## src/rtl/debouncer_multi.sv

```systemverilog
// debouncer_multi
//   Purpose : per-channel switch/contact debouncer. Each channel runs its own
//             4-state FSM and counter; a new level is accepted only after
//             DEBOUNCE_CYCLES consecutive samples of that level.
//   Latency : debounced/rise/fall change on the edge that registers the
//             DEBOUNCE_CYCLES-th consecutive sample of the new level
//             (+2 cycles when DEBOUNCER_MULTI_SYNC_EN is defined).
//   Backpressure: none; every cycle is sampled, outputs are level/pulse.
//
// Ports
//   clk        : single clock, rising edge
//   reset_n    : asynchronous active-low reset
//   noisy      : raw inputs, one bit per channel
//   debounced  : filtered level per channel (registered)
//   rise/fall  : one-cycle pulses on debounced 0->1 / 1->0 (registered)
//
// Configuration macro
//   DEBOUNCER_MULTI_SYNC_EN : when defined, each noisy bit passes through a
//   2-flop synchronizer (reset to RESET_LEVEL) before the FSM. When undefined,
//   noisy must already be synchronous to clk.

module debouncer_multi #(
  parameter int unsigned CHANNELS        = 4,
  parameter int unsigned DEBOUNCE_CYCLES = 2_000_000,
  parameter logic        RESET_LEVEL     = 1'b0
) (
  input  logic                clk,
  input  logic                reset_n,
  input  logic [CHANNELS-1:0] noisy,
  output logic [CHANNELS-1:0] debounced,
  output logic [CHANNELS-1:0] rise,
  output logic [CHANNELS-1:0] fall
);

  // The counter counts samples already seen in a WAIT state beyond the
  // first one, so it only ever needs to reach DEBOUNCE_CYCLES-2.
  localparam int unsigned     CNT_W    = $clog2(DEBOUNCE_CYCLES);
  localparam logic [CNT_W-1:0] CNT_LAST = CNT_W'(DEBOUNCE_CYCLES - 2);
  localparam logic [CNT_W-1:0] CNT_ONE  = CNT_W'(1);

  typedef enum logic [1:0] {
    STABLE_LOW  = 2'd0,
    WAIT_HIGH   = 2'd1,
    STABLE_HIGH = 2'd2,
    WAIT_LOW    = 2'd3
  } state_e;

  localparam state_e RESET_STATE = RESET_LEVEL ? STABLE_HIGH : STABLE_LOW;

  // Level actually seen by the FSMs.
  logic [CHANNELS-1:0] sample;

`ifdef DEBOUNCER_MULTI_SYNC_EN
  logic [CHANNELS-1:0] sync_meta_q;
  logic [CHANNELS-1:0] sync_q;

  // Synchronizer flops reset to the idle level so reset release never looks
  // like an input edge.
  always_ff @(posedge clk or negedge reset_n) begin
    if (!reset_n) begin
      sync_meta_q <= {CHANNELS{RESET_LEVEL}};
      sync_q      <= {CHANNELS{RESET_LEVEL}};
    end else begin
      sync_meta_q <= noisy;
      sync_q      <= sync_meta_q;
    end
  end

  assign sample = sync_q;
`else
  assign sample = noisy;
`endif

  for (genvar g = 0; g < CHANNELS; g++) begin : g_ch
    state_e           state_q, state_d;
    logic [CNT_W-1:0] cnt_q,   cnt_d;
    logic             deb_q,   deb_d;
    logic             rise_q,  rise_d;
    logic             fall_q,  fall_d;

    always_ff @(posedge clk or negedge reset_n) begin
      if (!reset_n) begin
        state_q <= RESET_STATE;
        cnt_q   <= '0;
        deb_q   <= RESET_LEVEL;
        rise_q  <= 1'b0;
        fall_q  <= 1'b0;
      end else begin
        state_q <= state_d;
        cnt_q   <= cnt_d;
        deb_q   <= deb_d;
        rise_q  <= rise_d;
        fall_q  <= fall_d;
      end
    end

    always_comb begin
      state_d = state_q;
      cnt_d   = cnt_q;

      case (state_q)
        STABLE_LOW: begin
          if (sample[g]) begin
            state_d = WAIT_HIGH;
            cnt_d   = '0;
          end
        end

        WAIT_HIGH: begin
          if (!sample[g]) begin
            // Bounce back to the old level: abandon silently.
            state_d = STABLE_LOW;
            cnt_d   = '0;
          end else if (cnt_q == CNT_LAST) begin
            state_d = STABLE_HIGH;
            cnt_d   = '0;
          end else begin
            cnt_d = cnt_q + CNT_ONE;
          end
        end

        STABLE_HIGH: begin
          if (!sample[g]) begin
            state_d = WAIT_LOW;
            cnt_d   = '0;
          end
        end

        WAIT_LOW: begin
          if (sample[g]) begin
            state_d = STABLE_HIGH;
            cnt_d   = '0;
          end else if (cnt_q == CNT_LAST) begin
            state_d = STABLE_LOW;
            cnt_d   = '0;
          end else begin
            cnt_d = cnt_q + CNT_ONE;
          end
        end

        default: begin
          state_d = RESET_STATE;
          cnt_d   = '0;
        end
      endcase

      // Output level follows the accepted level of the next state, so the
      // registered output changes on the same edge as the state.
      deb_d  = (state_d == STABLE_HIGH) || (state_d == WAIT_LOW);
      rise_d =  deb_d & ~deb_q;
      fall_d = ~deb_d &  deb_q;
    end

    assign debounced[g] = deb_q;
    assign rise[g]      = rise_q;
    assign fall[g]      = fall_q;
  end

endmodule

```

## config.mk

```make
export PLATFORM = sky130hd
export DESIGN_NAME = debouncer_multi
export DESIGN_NICKNAME = d
export VERILOG_FILES = /design/src/rtl/debouncer_multi.sv
export SDC_FILE = /design/constraint.sdc
export NUM_CORES = 1
export LEC_CHECK = 0
export BUFFER_PORTS_ARGS = -buffer_cell sky130_fd_sc_hd__buf_2
export CAP_MARGIN = 20
export CORE_ASPECT_RATIO = 2
export CORE_UTILIZATION = 62
export CTS_BUF_LIST = sky130_fd_sc_hd__clkbuf_4 sky130_fd_sc_hd__clkbuf_8 sky130_fd_sc_hd__clkbuf_16
export DETAILED_ROUTE_END_ITERATION = 8
export PLACE_DENSITY = 0.8
export SLEW_MARGIN = 20
export SYNTH_ARGS = -nofsm -noshare
export SYNTH_HDL_FRONTEND = slang
export SYNTH_SLANG_ARGS = --single-unit
```

## constraint.sdc

```tcl
create_clock -name clk -period 2.34 [get_ports clk]
set_clock_uncertainty 0.2 [all_clocks]
set_input_delay 0.117 -clock clk [delete_from_list [all_inputs] [get_ports clk]]
set_output_delay 0.117 -clock clk [all_outputs]
set_load 0.02 [all_outputs]
```

# == Word-level counts from Yosys, hierarchy flattened ==
# Cells that the tools add are included.
# classes
div_mod_pow,0
n_addsub,4
shifts,0
multipliers,0
eq_ne,32
n_mux,52
bitwise_logic,16
reduce_logical,12
order_cmp,0
# op_table
op,count
$mux 21,20
$pmux 21 s4,4
$add 21x1->21 const B,4
$eq 21x21->1 const B,4
$mux 2,24
$eq 2x2->1 const B,16
$pmux 2 s4,4
$ne 2x2->1 const B,8
$and 1x1->1,8
$eq 2x1->1 const B,4
$logic_not 2->1,4
$not 1->1,8
$reduce_and 2->1,4
$logic_or 1x1->1,4
# totals
mem_bits_rw,0
regBits,104
latchBits,0
rom_bits,0
elab_cells,136
n_memories,0

# == Longest topological paths before layout ==
# depth
ltp_word,8
ltp_mapped,9
ltp_nobuf,7

# == Worst setup path after synthesis ==
# No wires, ideal clock.
# synth_timing
path_type,register -> register
startpoint,register g_ch[3].cnt_q[0]
endpoint,register g_ch[3].cnt_q[18]
t_required_ns,2.019
synth_period_minus_slack_ns,2.139
stages_incl_launch_ff,9
path_buffers,1
arrival_ns,1.818
setup_time_ns,0.121
path_slack_ns,0.201
path_cell_list,dfrtp_1 -> inv_1 -> ha_1 -> or3b_4 -> nor4_4 -> a21o_1 -> buf_6 -> o21ai_1 -> a22o_1
# synth_via
elab_chain_cells,4
word_cells_on_any_way,6
cone_classes,1 x add/sub; 1 x eq/ne; 4 x mux
# synth_rtl
element,line_no,text
"start, declared",76,"logic [CNT_W-1:0] cnt_q, cnt_d;"
"start signal, assigned",90,cnt_q <= cnt_d;
$add 21x1->21 / $eq 21x21->1 (equally long branches),--,
$mux 21 (*),"114, 133",
"$mux 21, on equally long branches","130, 110",
$pmux 21 s4 (*),101,case (state_q)
# Every way passes the cells marked *; elsewhere a longest branch is shown, timed or not.
# A chain may end at the register's enable or synchronous reset.

# == Worst setup path after layout ==
# layout_timing
startpoint,register g_ch[2].cnt_q[1]
endpoint,register g_ch[2].cnt_q[14]
# layout_via
elab_chain_cells,4
word_cells_on_any_way,6
cone_classes,1 x add/sub; 1 x eq/ne; 4 x mux
# layout_rtl
element,line_no
"start, declared",76
"start signal, assigned",90
$add 21x1->21 / $eq 21x21->1 (equally long branches),--
$mux 21 (*),"114, 133"
"$mux 21, on equally long branches","130, 110"
$pmux 21 s4 (*),101
# Marked as above.

==> impl_metrics.tcl <==
set metrics [dict create \
    multi_input_area_um2 2780 \
    post_layout_nonfiller_instances 741 \
    rsz0062_at_grt "no" \
    syn_avg_cell_area_um2 9.26 \
    yosysSeqAreaShare_pct 45.8 \
    clk_pin_slew_ns 0.07 \
    seqCellArea_um2 2600 \
    clkPwrFrac_pct 37.5 \
    fmax_ghz 0.449 \
    yosys_warnings 0 \
    final_hold_viol_count 0 \
    core_um2 8950 \
    p_leak_nw 2.71 \
    htreeDepth 3 \
    ys.flop_type "dfrtp_1" \
    die_width_um 69.7 \
    antenna_cells 0 \
    grt_first_pass_wirelength_um 21600 \
    status "finished, final reports clean" \
    swShare_pct 27.9 \
    syn_to_final_growth_pct 9.66 \
    placed_cells 719 \
    n_fill_cell 669 \
    seqPwrFrac_pct 50.3 \
    cts.sinks 104 \
    final_antenna_net_count 0 \
    clock_latency_ns 0.36 \
    drv_cap 0 \
    comb_power_share_pct 12.2 \
    grt_max_degree 56 \
    start_kind "register" \
    synth_area_leaders "dfrtp_1 (46%), a31oi_1 (4.6%), a21oi_1 (4.1%)" \
    vdd_drop_max_mv 0.475 \
    first_iter_violations 416 \
    gp_congestion 0.870 \
    route.vias.total 4865 \
    start_util_pct 63.5 \
    crit_chain "ha_1 > nor4bb_1 > and4b_4 > a21oi_2 > buf_4 > o21ai_0 > a31oi_1" \
    criticalPathCategory "register to register" \
    synth_edf_count 0 \
    layout-drive-gt1-share_pct 12.8 \
    die_area_um2 9580 \
    yosysTopAreaCell "dfrtp_1" \
    synth_top_cell_area_share_pct 45.8 \
    antenna_found_initial 0 \
    hold_slack_ns 0.0193 \
    worstPathRequired_ns 2.41 \
    tightest_slew_ns 0.758 \
    powerDensity_nw_per_um2 613 \
    netlist_top_cells_count "dfrtp_1 (104), nand2_1 (61), a21oi_1 (47)" \
    die_h_um 137 \
    grt_pass1_vias 4808 \
    grt.total_usage_pct 28.2 \
    syn_nets 628 \
    slew_viol_final 0 \
    relSlewSlack_pct 49.3 \
    wl_per_cell_um 17.3 \
    synth.most_common_cell "dfrtp_1" \
    cts_buffers 9 \
    setup-tns-final_ns 0 \
    ctsRootBufferMaster "clkbuf_16" \
    path_max_fanout 10 \
    yosysUniqueCellTypes 61 \
    period_share_pct 95.1 \
    critPathSlowestCell "dfrtp_1" \
    overflow 0 \
    hpwl_um 8800 \
    syn_inst 614 \
    synth_seq_cells 104 \
    drc 0 \
    rows 49 \
    p_int_mw 2.76 \
    p_switching_mw 1.07 \
    viasPerCell 6.57 \
    port_buffers 17 \
    cts_tree "yes" \
    syn_area_um2 5690 \
    min_period_ns 2.23 \
    synth-async-reset-ratio_pct 100 \
    wl_um 12800 \
    cp.arrival_ns 2.30 \
    setup_violations 0 \
    final_nets 648 \
    hp-class "input pin to asynchronous set/reset pin" \
    cts_buffer_depth 2 \
    pin_count 18 \
    drt_first_pass_iters 5 \
    cp-end-kind "register" \
    max_stage_delay_ns 0.45 \
]
==> worst max-delay path: cells and delay by family, from the launching register on <==
kind | cells | cell delay [ns]
compound gates | 3 | 0.68
simple gates | 2 | 0.35
flops | 1 | 0.45
buf+inv | 1 | 0.24
fa+ha+maj | 1 | 0.23
==> final timing paths <==
check	start	to	slack, ns	cells after the start
setup reg to reg	g_ch[2].cnt_q[1]$_DFFE_PN0P_	g_ch[2].cnt_q[14]$_DFFE_PN0P_	0.11	7
hold reg to reg	g_ch[2].deb_q$_DFF_PN0_	g_ch[2].rise_q$_DFF_PN0_	0.24	1
min in group clk	g_ch[2].deb_q$_DFF_PN0_	g_ch[2].rise_q$_DFF_PN0_	0.24	1
setup / recovery	g_ch[2].cnt_q[1]$_DFFE_PN0P_	g_ch[2].cnt_q[14]$_DFFE_PN0P_	0.11	7
hold / removal	reset_n	g_ch[2].cnt_q[13]$_DFFE_PN0P_	0.02	2
max in group asynchronous	reset_n	g_ch[1].cnt_q[18]$_DFFE_PN0P_	1.28	3
==> metal layers <==
metal	track usage (%)	wire [µm]	vias to the layer above	part of all wire, %
met5	0	0	-	0
met4	15.9	472	0	3.7
met3	4.46	442	38	3.5
met2	51.9	6940	137	54
met1	30.4	4950	2375	39
li1	-	-	2315	-
==> through the flow <==
step                setup slack [ns]  instance area [µm²]  total power [mW]  utilization (%)
floorplan                      0.201                 5690              2.26                -
global placement               0.135                 5900              2.38             65.9
detailed placement            0.0611                 5900              2.41             65.9
CTS                          0.00473                 6220              3.85             69.5
global route                 0.00222                 6230              3.97             69.7
finish                         0.114                 6230              3.82             69.7
==> registers in the layout (all words and copies together), names as in the netlist <==
register / cells
g_ch.cnt_q: 84
g_ch.state_q: 8
g_ch.deb_q: 4
g_ch.fall_q: 4
g_ch.rise_q: 4
==> power by group through the flow <==
stage	clock, mW	combinational [mW]	sequential [mW]
2_1_floorplan	0	0.315	1.94
3_3_place_gp	0	0.435	1.95
3_5_place_dp	0	0.453	1.96
4_1_cts	1.46	0.466	1.92
5_1_grt	1.52	0.513	1.93
6_report	1.44	0.466	1.92
==> cell usage in the layout, fill, tap and decap left out, drive strengths merged, types with 6 or more instances in the layout <==
master / count
a21o: 14
nand2: 61
nand4: 25
and2: 12
clkbuf: 9
nand3: 38
and4: 10
a31oi: 42
inv: 28
and3: 13
nand2b: 9
a41oi: 6
mux2i: 14
a21oi: 49
dfrtp: 104
buf: 40
ha: 8
xor2: 6
a22o: 13
nor2: 34
nor4: 9
nor3: 15
o21ai: 29
==> area by class of cell <==
cell class	instances	area share (%)
clock buffers	9	3.61
inverters	25	1.51
flip-flops and latches	104	41.7
repair buffers	45	5.58
well taps	102	2.05
multi-input cells	449	44.7
clock inverters	7	0.863
==> cells by family after synthesis <==
group,share of synthesized area (%)
and+or+nand+nor,24.1
xor gates and xnor gates,0.924
muxes,2.86
AOI/OAI and AO/OA,19.0
adders and majority gates,1.76
buffers and inverters,5.52
DFF,45.8
==> what timing repair did <==
action                     CTS  global route
hold endpoints to repair   123             0
setup endpoints to repair    0             7
buffers inserted             0             1
hold buffers                 5             0
resized for setup            0             0
(Power assumes the default switching activity.)
